$ cat src/rtl/fifo_push_arbiter.sv
// ---------------------------------------------------------------------------
// fifo_push_arbiter
//
// Round-robin arbiter that shares the single push port of a downstream FIFO
// among NUM_REQ valid/ready requesters. A shadow occupancy count keeps the
// arbiter from ever pushing into a full FIFO. Any push_err_on_full reported
// by the FIFO is latched as a sticky protocol error.
//
// Ports
//   clk                    clock, rising edge
//   rst                    asynchronous active-high reset
//   req_valid   [NUM_REQ]  per-requester valid
//   req_data    [NUM_REQ*DATA_W] payloads, requester i at [i*DATA_W +: DATA_W]
//   req_ready   [NUM_REQ]  one-hot grant (combinational); transfer on valid&ready
//   fifo_push              registered push strobe to the FIFO
//   fifo_data_in [DATA_W]  registered payload to the FIFO
//   fifo_pop               consumer pop strobe seen by the FIFO
//   fifo_empty             FIFO empty flag
//   fifo_full              FIFO full flag (informational only)
//   fifo_push_err_on_full  FIFO error: push while full
//   occupancy   [CNT_W]    shadow entry count (includes the in-flight push)
//   proto_err              sticky protocol error, cleared only by rst
// ---------------------------------------------------------------------------
module fifo_push_arbiter #(
    parameter int NUM_REQ    = 4,
    parameter int DATA_W     = 8,
    parameter int FIFO_DEPTH = 16,
    parameter int CNT_W      = $clog2(FIFO_DEPTH + 1)
) (
    input  logic                        clk,
    input  logic                        rst,
    input  logic [NUM_REQ-1:0]          req_valid,
    input  logic [NUM_REQ*DATA_W-1:0]   req_data,
    output logic [NUM_REQ-1:0]          req_ready,
    output logic                        fifo_push,
    output logic [DATA_W-1:0]           fifo_data_in,
    input  logic                        fifo_pop,
    input  logic                        fifo_empty,
    input  logic                        fifo_full,
    input  logic                        fifo_push_err_on_full,
    output logic [CNT_W-1:0]            occupancy,
    output logic                        proto_err
);

    localparam int PTR_W = (NUM_REQ > 1) ? $clog2(NUM_REQ) : 1;
    localparam logic [PTR_W-1:0] LAST_IDX  = PTR_W'(NUM_REQ - 1);
    localparam logic [CNT_W-1:0] DEPTH_CNT = CNT_W'(FIFO_DEPTH);
    localparam logic [CNT_W-1:0] ONE_CNT   = CNT_W'(1);

    logic [PTR_W-1:0]  ptr_reg;
    logic              fifo_push_reg;
    logic [DATA_W-1:0] fifo_data_reg;
    logic [CNT_W-1:0]  occupancy_reg;
    logic [CNT_W-1:0]  occupancy_next;
    logic              proto_err_reg;

    logic              grant_found;
    logic [PTR_W-1:0]  grant_idx;
    logic              pop_valid;
    logic [DATA_W-1:0] lane_data [NUM_REQ];

    // fifo_full is not used for gating: the shadow count already leads the
    // FIFO by one cycle, so it is the authoritative full indicator.
    logic unused_fifo_full;
    assign unused_fifo_full = fifo_full;

    // Split the packed payload bus into per-requester lanes.
    generate
        for (genvar gi = 0; gi < NUM_REQ; gi++) begin : g_lane
            assign lane_data[gi] = req_data[gi*DATA_W +: DATA_W];
            // Grant is forced low while reset is asserted.
            assign req_ready[gi] = grant_found && !rst && (grant_idx == PTR_W'(gi));
        end
    endgenerate

    // Round-robin search starting at ptr_reg; blocked entirely when the
    // shadow count says the FIFO (plus in-flight push) is full.
    always_comb begin
        int idx;
        idx         = 0;
        grant_found = 1'b0;
        grant_idx   = '0;
        if (occupancy_reg < DEPTH_CNT) begin
            for (int k = 0; k < NUM_REQ; k++) begin
                idx = (int'(ptr_reg) + k) % NUM_REQ;
                if (!grant_found && req_valid[idx]) begin
                    grant_found = 1'b1;
                    grant_idx   = idx[PTR_W-1:0];
                end
            end
        end
    end

    // Only pops the FIFO actually honours reduce the count.
    assign pop_valid = fifo_pop && !fifo_empty;

    always_comb begin
        occupancy_next = occupancy_reg;
        case ({grant_found, pop_valid})
            2'b10:   occupancy_next = occupancy_reg + ONE_CNT;
            2'b01:   occupancy_next = occupancy_reg - ONE_CNT;
            default: occupancy_next = occupancy_reg;
        endcase
    end

    always_ff @(posedge clk or posedge rst) begin
        if (rst) begin
            ptr_reg       <= '0;
            fifo_push_reg <= 1'b0;
            fifo_data_reg <= '0;
            occupancy_reg <= '0;
            proto_err_reg <= 1'b0;
        end else begin
            fifo_push_reg <= grant_found;
            if (grant_found) begin
                fifo_data_reg <= lane_data[grant_idx];
                ptr_reg       <= (grant_idx == LAST_IDX) ? '0 : grant_idx + 1'b1;
            end
            occupancy_reg <= occupancy_next;
            if (fifo_push_err_on_full) begin
                proto_err_reg <= 1'b1;
            end
        end
    end

    assign fifo_push    = fifo_push_reg;
    assign fifo_data_in = fifo_data_reg;
    assign occupancy    = occupancy_reg;
    assign proto_err    = proto_err_reg;

endmodule
$ cat config.mk
export PLATFORM = sky130hd
export DESIGN_NAME = fifo_push_arbiter
export DESIGN_NICKNAME = d
export VERILOG_FILES = /design/src/rtl/fifo_push_arbiter.sv
export SDC_FILE = /design/constraint.sdc
export NUM_CORES = 1
export LEC_CHECK = 0
export BUFFER_PORTS_ARGS = -buffer_cell sky130_fd_sc_hd__buf_2
export CAP_MARGIN = 20
export CORE_ASPECT_RATIO = 1.75
export CORE_UTILIZATION = 44
export DETAILED_ROUTE_END_ITERATION = 8
export HOLD_SLACK_MARGIN = 0.03
export PLACE_DENSITY = 0.88
export SETUP_SLACK_MARGIN = 0.5
export SYNTH_ARGS = -nofsm -noshare
export SYNTH_HDL_FRONTEND = slang
export SYNTH_SLANG_ARGS = --single-unit
$ cat constraint.sdc
create_clock -name clk -period 2.6 [get_ports clk]
set_input_delay 0.13 -clock clk [delete_from_list [all_inputs] [get_ports clk]]
set_output_delay 0.13 -clock clk [all_outputs]
set_load 0.02 [all_outputs]
==> qor.yml <==
status: "complete, but fails checks"
violations: "DRC"
skew_ns: 0.00277
gp_congestion: 0.797
antenna_cells: 0
power_density_nw_per_um2: 1120
hp-class: "in2reg"
clk_path_buf_depth: 2
ant_nets: 0
drive_gt1_share_pct: 48.7
drc: 2
power_mw: 1.92
slowest_stage: "dfrtp_2"
min_from: "fifo_push_err_on_full"
rrSetupSlack_ns: 0.65
finalSetupViolations: 0
peakVddDrop_mv: 0.654
htreeDepth: 1
p_leak_nw: 0.880
gr-usage-all-layers_pct: 23.0
place.port_buffers: 59
first_pass_iters: 6
maxCapViolCount: 0
die_width_microns: 42.0
coreArea_sq_um: 2690
die_area_sq_um: 3030
via_per_inst: 5.90
syn_inst: 119
use_met2_pct: 40.6
tns_ns: 0
critPathKind: "reg2out"
syn-num-nets: 170
largest_register_ffs: 8
start_util_pct: 45.9
top_usage_layer: "met2"
worst_slew_pin_slew_ns: 0.613
numCtsBuffers: 3
required_ns: 2.47
num_rows: 25
drt_iter0_drc: 23
syn2layout_area_growth_pct: 38.9
fillers: 220
avgSynthCellArea_sq_um: 10.4
cts_sinks: 17
route.vias.total: 1274
clkTransAtPathRegs_ns: 0.07
cpPeakStageDelay_ns: 0.44
worstPathArrival_ns: 1.98
regToRegStartpoint: "occupancy[4]"
cts_tree: "built"
met3_usage_pct: 3.48
cp.depth: 6
grt_pass1_vias: 1274
grt_overflow: 0
drv_slew: 0
io_pins: 61
grt_pass1_wl_microns: 5510
finalNetCount: 241
drt-total-wl_microns: 3290
hold_depth: 2
path_cells: "nand3b_1, a21o_1, a221o_2, ha_1, and3_1, buf_4"
max_freq_ghz: 0.473
timing.final.crit_share_pct: 81.3
seq_area_frac_synth_pct: 34.5
place_hpwl_microns: 2500
hold_viol: 0
cp_top_family: "compound AO/OA/AOI/OAI gates"
cp-end-kind: "output pin"
clk-insertion-delay-late_ns: 0.25
crit_buf_inv: 1
wire_per_inst_microns: 15.2
synth-main-ff-cell: "dfrtp_1"
r2r_cells: 9
antenna_found_initial: 0
syn_area_sq_um: 1230
period_minus_slack_ns: 2.11
ys_ff_latch: 17
die_h_microns: 72.0
r2r_end: "occupancy[4]"
maxSlewHeadroom_pct: 59.0
grt_max_degree: 19
synth_edf_count: 0
ys_types: 41
async_flop_share_pct: 100
cp_max_fo: 6
use_met1_pct: 26.3
start_kind: "register"
yosysWarnings: 0
whs_endpoint: "proto_err"
rsz0062_at_grt: "true"
root_buffer: "clkbuf_8"
==> layer usage <==
| metal | vias to the layer above | part of all wire [%] |
|---|---|---|
| met5 | - | 0 |
| met4 | 0 | 3.1 |
| met3 | 12 | 5.7 |
| met2 | 62 | 53 |
| met1 | 614 | 38 |
| li1 | 586 | - |
==> synth_stat cells (2+ instances only) <==
library cell	instances	share of area, %
dfrtp_1	17	34
a21o_1	3	1.8
inv_1	4	1.2
o32ai_1	7	5.0
o21ai_0	2	0.81
nor2_1	9	2.7
nand2_1	6	1.8
and3_1	4	2.0
ha_1	8	8.1
xor2_1	2	1.4
a21oi_1	4	1.6
nand3b_1	2	1.2
xnor2_1	3	2.1
a21boi_0	6	3.7
mux2i_1	9	7.3
a211oi_1	7	4.3
nor2b_1	2	1.0
==> where the power goes <==
| part | total (mW) | internal (mW) | switching [mW] |
|---|---|---|---|
| Clock | 0.197 | 0.109 | 0.0880 |
| Combinational | 1.21 | 0.542 | 0.664 |
| Sequential | 0.521 | 0.398 | 0.123 |
==> through the flow <==
step / hold WS [ns] / cells / instance area (sq um) / setup WS, ns / util, %
after floorplan: 0.0774 / 119 / 1270 / 0.471 / -
after global placement: 0.108 / 203 / 1570 / 0.640 / 58.5
after detailed placement: 0.118 / 203 / 1570 / 0.566 / 58.5
after CTS: 0.0817 / 215 / 1690 / 0.498 / 62.7
after global routing: 0.0877 / 216 / 1710 / 0.419 / 63.7
final: 0.0813 / 216 / 1710 / 0.486 / 63.7
==> final cells by class <==
class	instances	area, sq um	share of cell area, %
inverters	5	21.3	1.24
multi-input cells	93	791	46.1
clock buffers	4	45.0	2.63
well taps	27	33.8	1.97
flip-flops and latches	17	428	25.0
repair buffers	70	395	23.1
==> how the worst max path moves through the flow <==
stage                             from            to
final                       ptr_reg[1]  req_ready[0]
after global routing        ptr_reg[1]  req_ready[2]
after CTS                   ptr_reg[1]  req_ready[3]
after detailed placement    ptr_reg[0]  req_ready[3]
after global placement      ptr_reg[1]  req_ready[3]
after floorplan           occupancy[4]  occupancy[4]
==> cell families after synthesis <==
logic type,share of synthesized area [%]
mux,8.22
compound gates,25.9
buf+inv,4.66
flops,34.5
simple gates,13.5
fa+ha+maj,9.74
xor+xnor,3.55
==> placed cells by master (no fill, tap or decap), types with 2 or more instances in the layout <==
cell      netlist  layout
buf_2           1      56
dfrtp_1        17      15
buf_4           1      11
mux2i_1         9       9
nor2_1          9       9
a211oi_1        7       7
o32ai_1         7       7
nand2_1         6       6
a21boi_0        6       6
ha_1            8       6
and3_1          4       4
xnor2_1         3       3
a21o_1          3       3
clkbuf_8        0       3
nand3b_1        2       2
inv_2           0       2
a21oi_2         0       2
inv_1           4       2
o21ai_0         2       2
a21oi_1         4       2
xor2_1          2       2
nor2b_1         2       2
ha_4            0       2
dfrtp_2         0       2
buf_6           0       2
==> timing repair <==
action,CTS,global route
pin swaps,2,1
setup endpoints to repair,4,4
resized for setup,3,7
cloned,0,0
hold buffers,1,0
hold endpoints to repair,6,0
setup buffers,7,1
(Power assumes the default switching activity.)
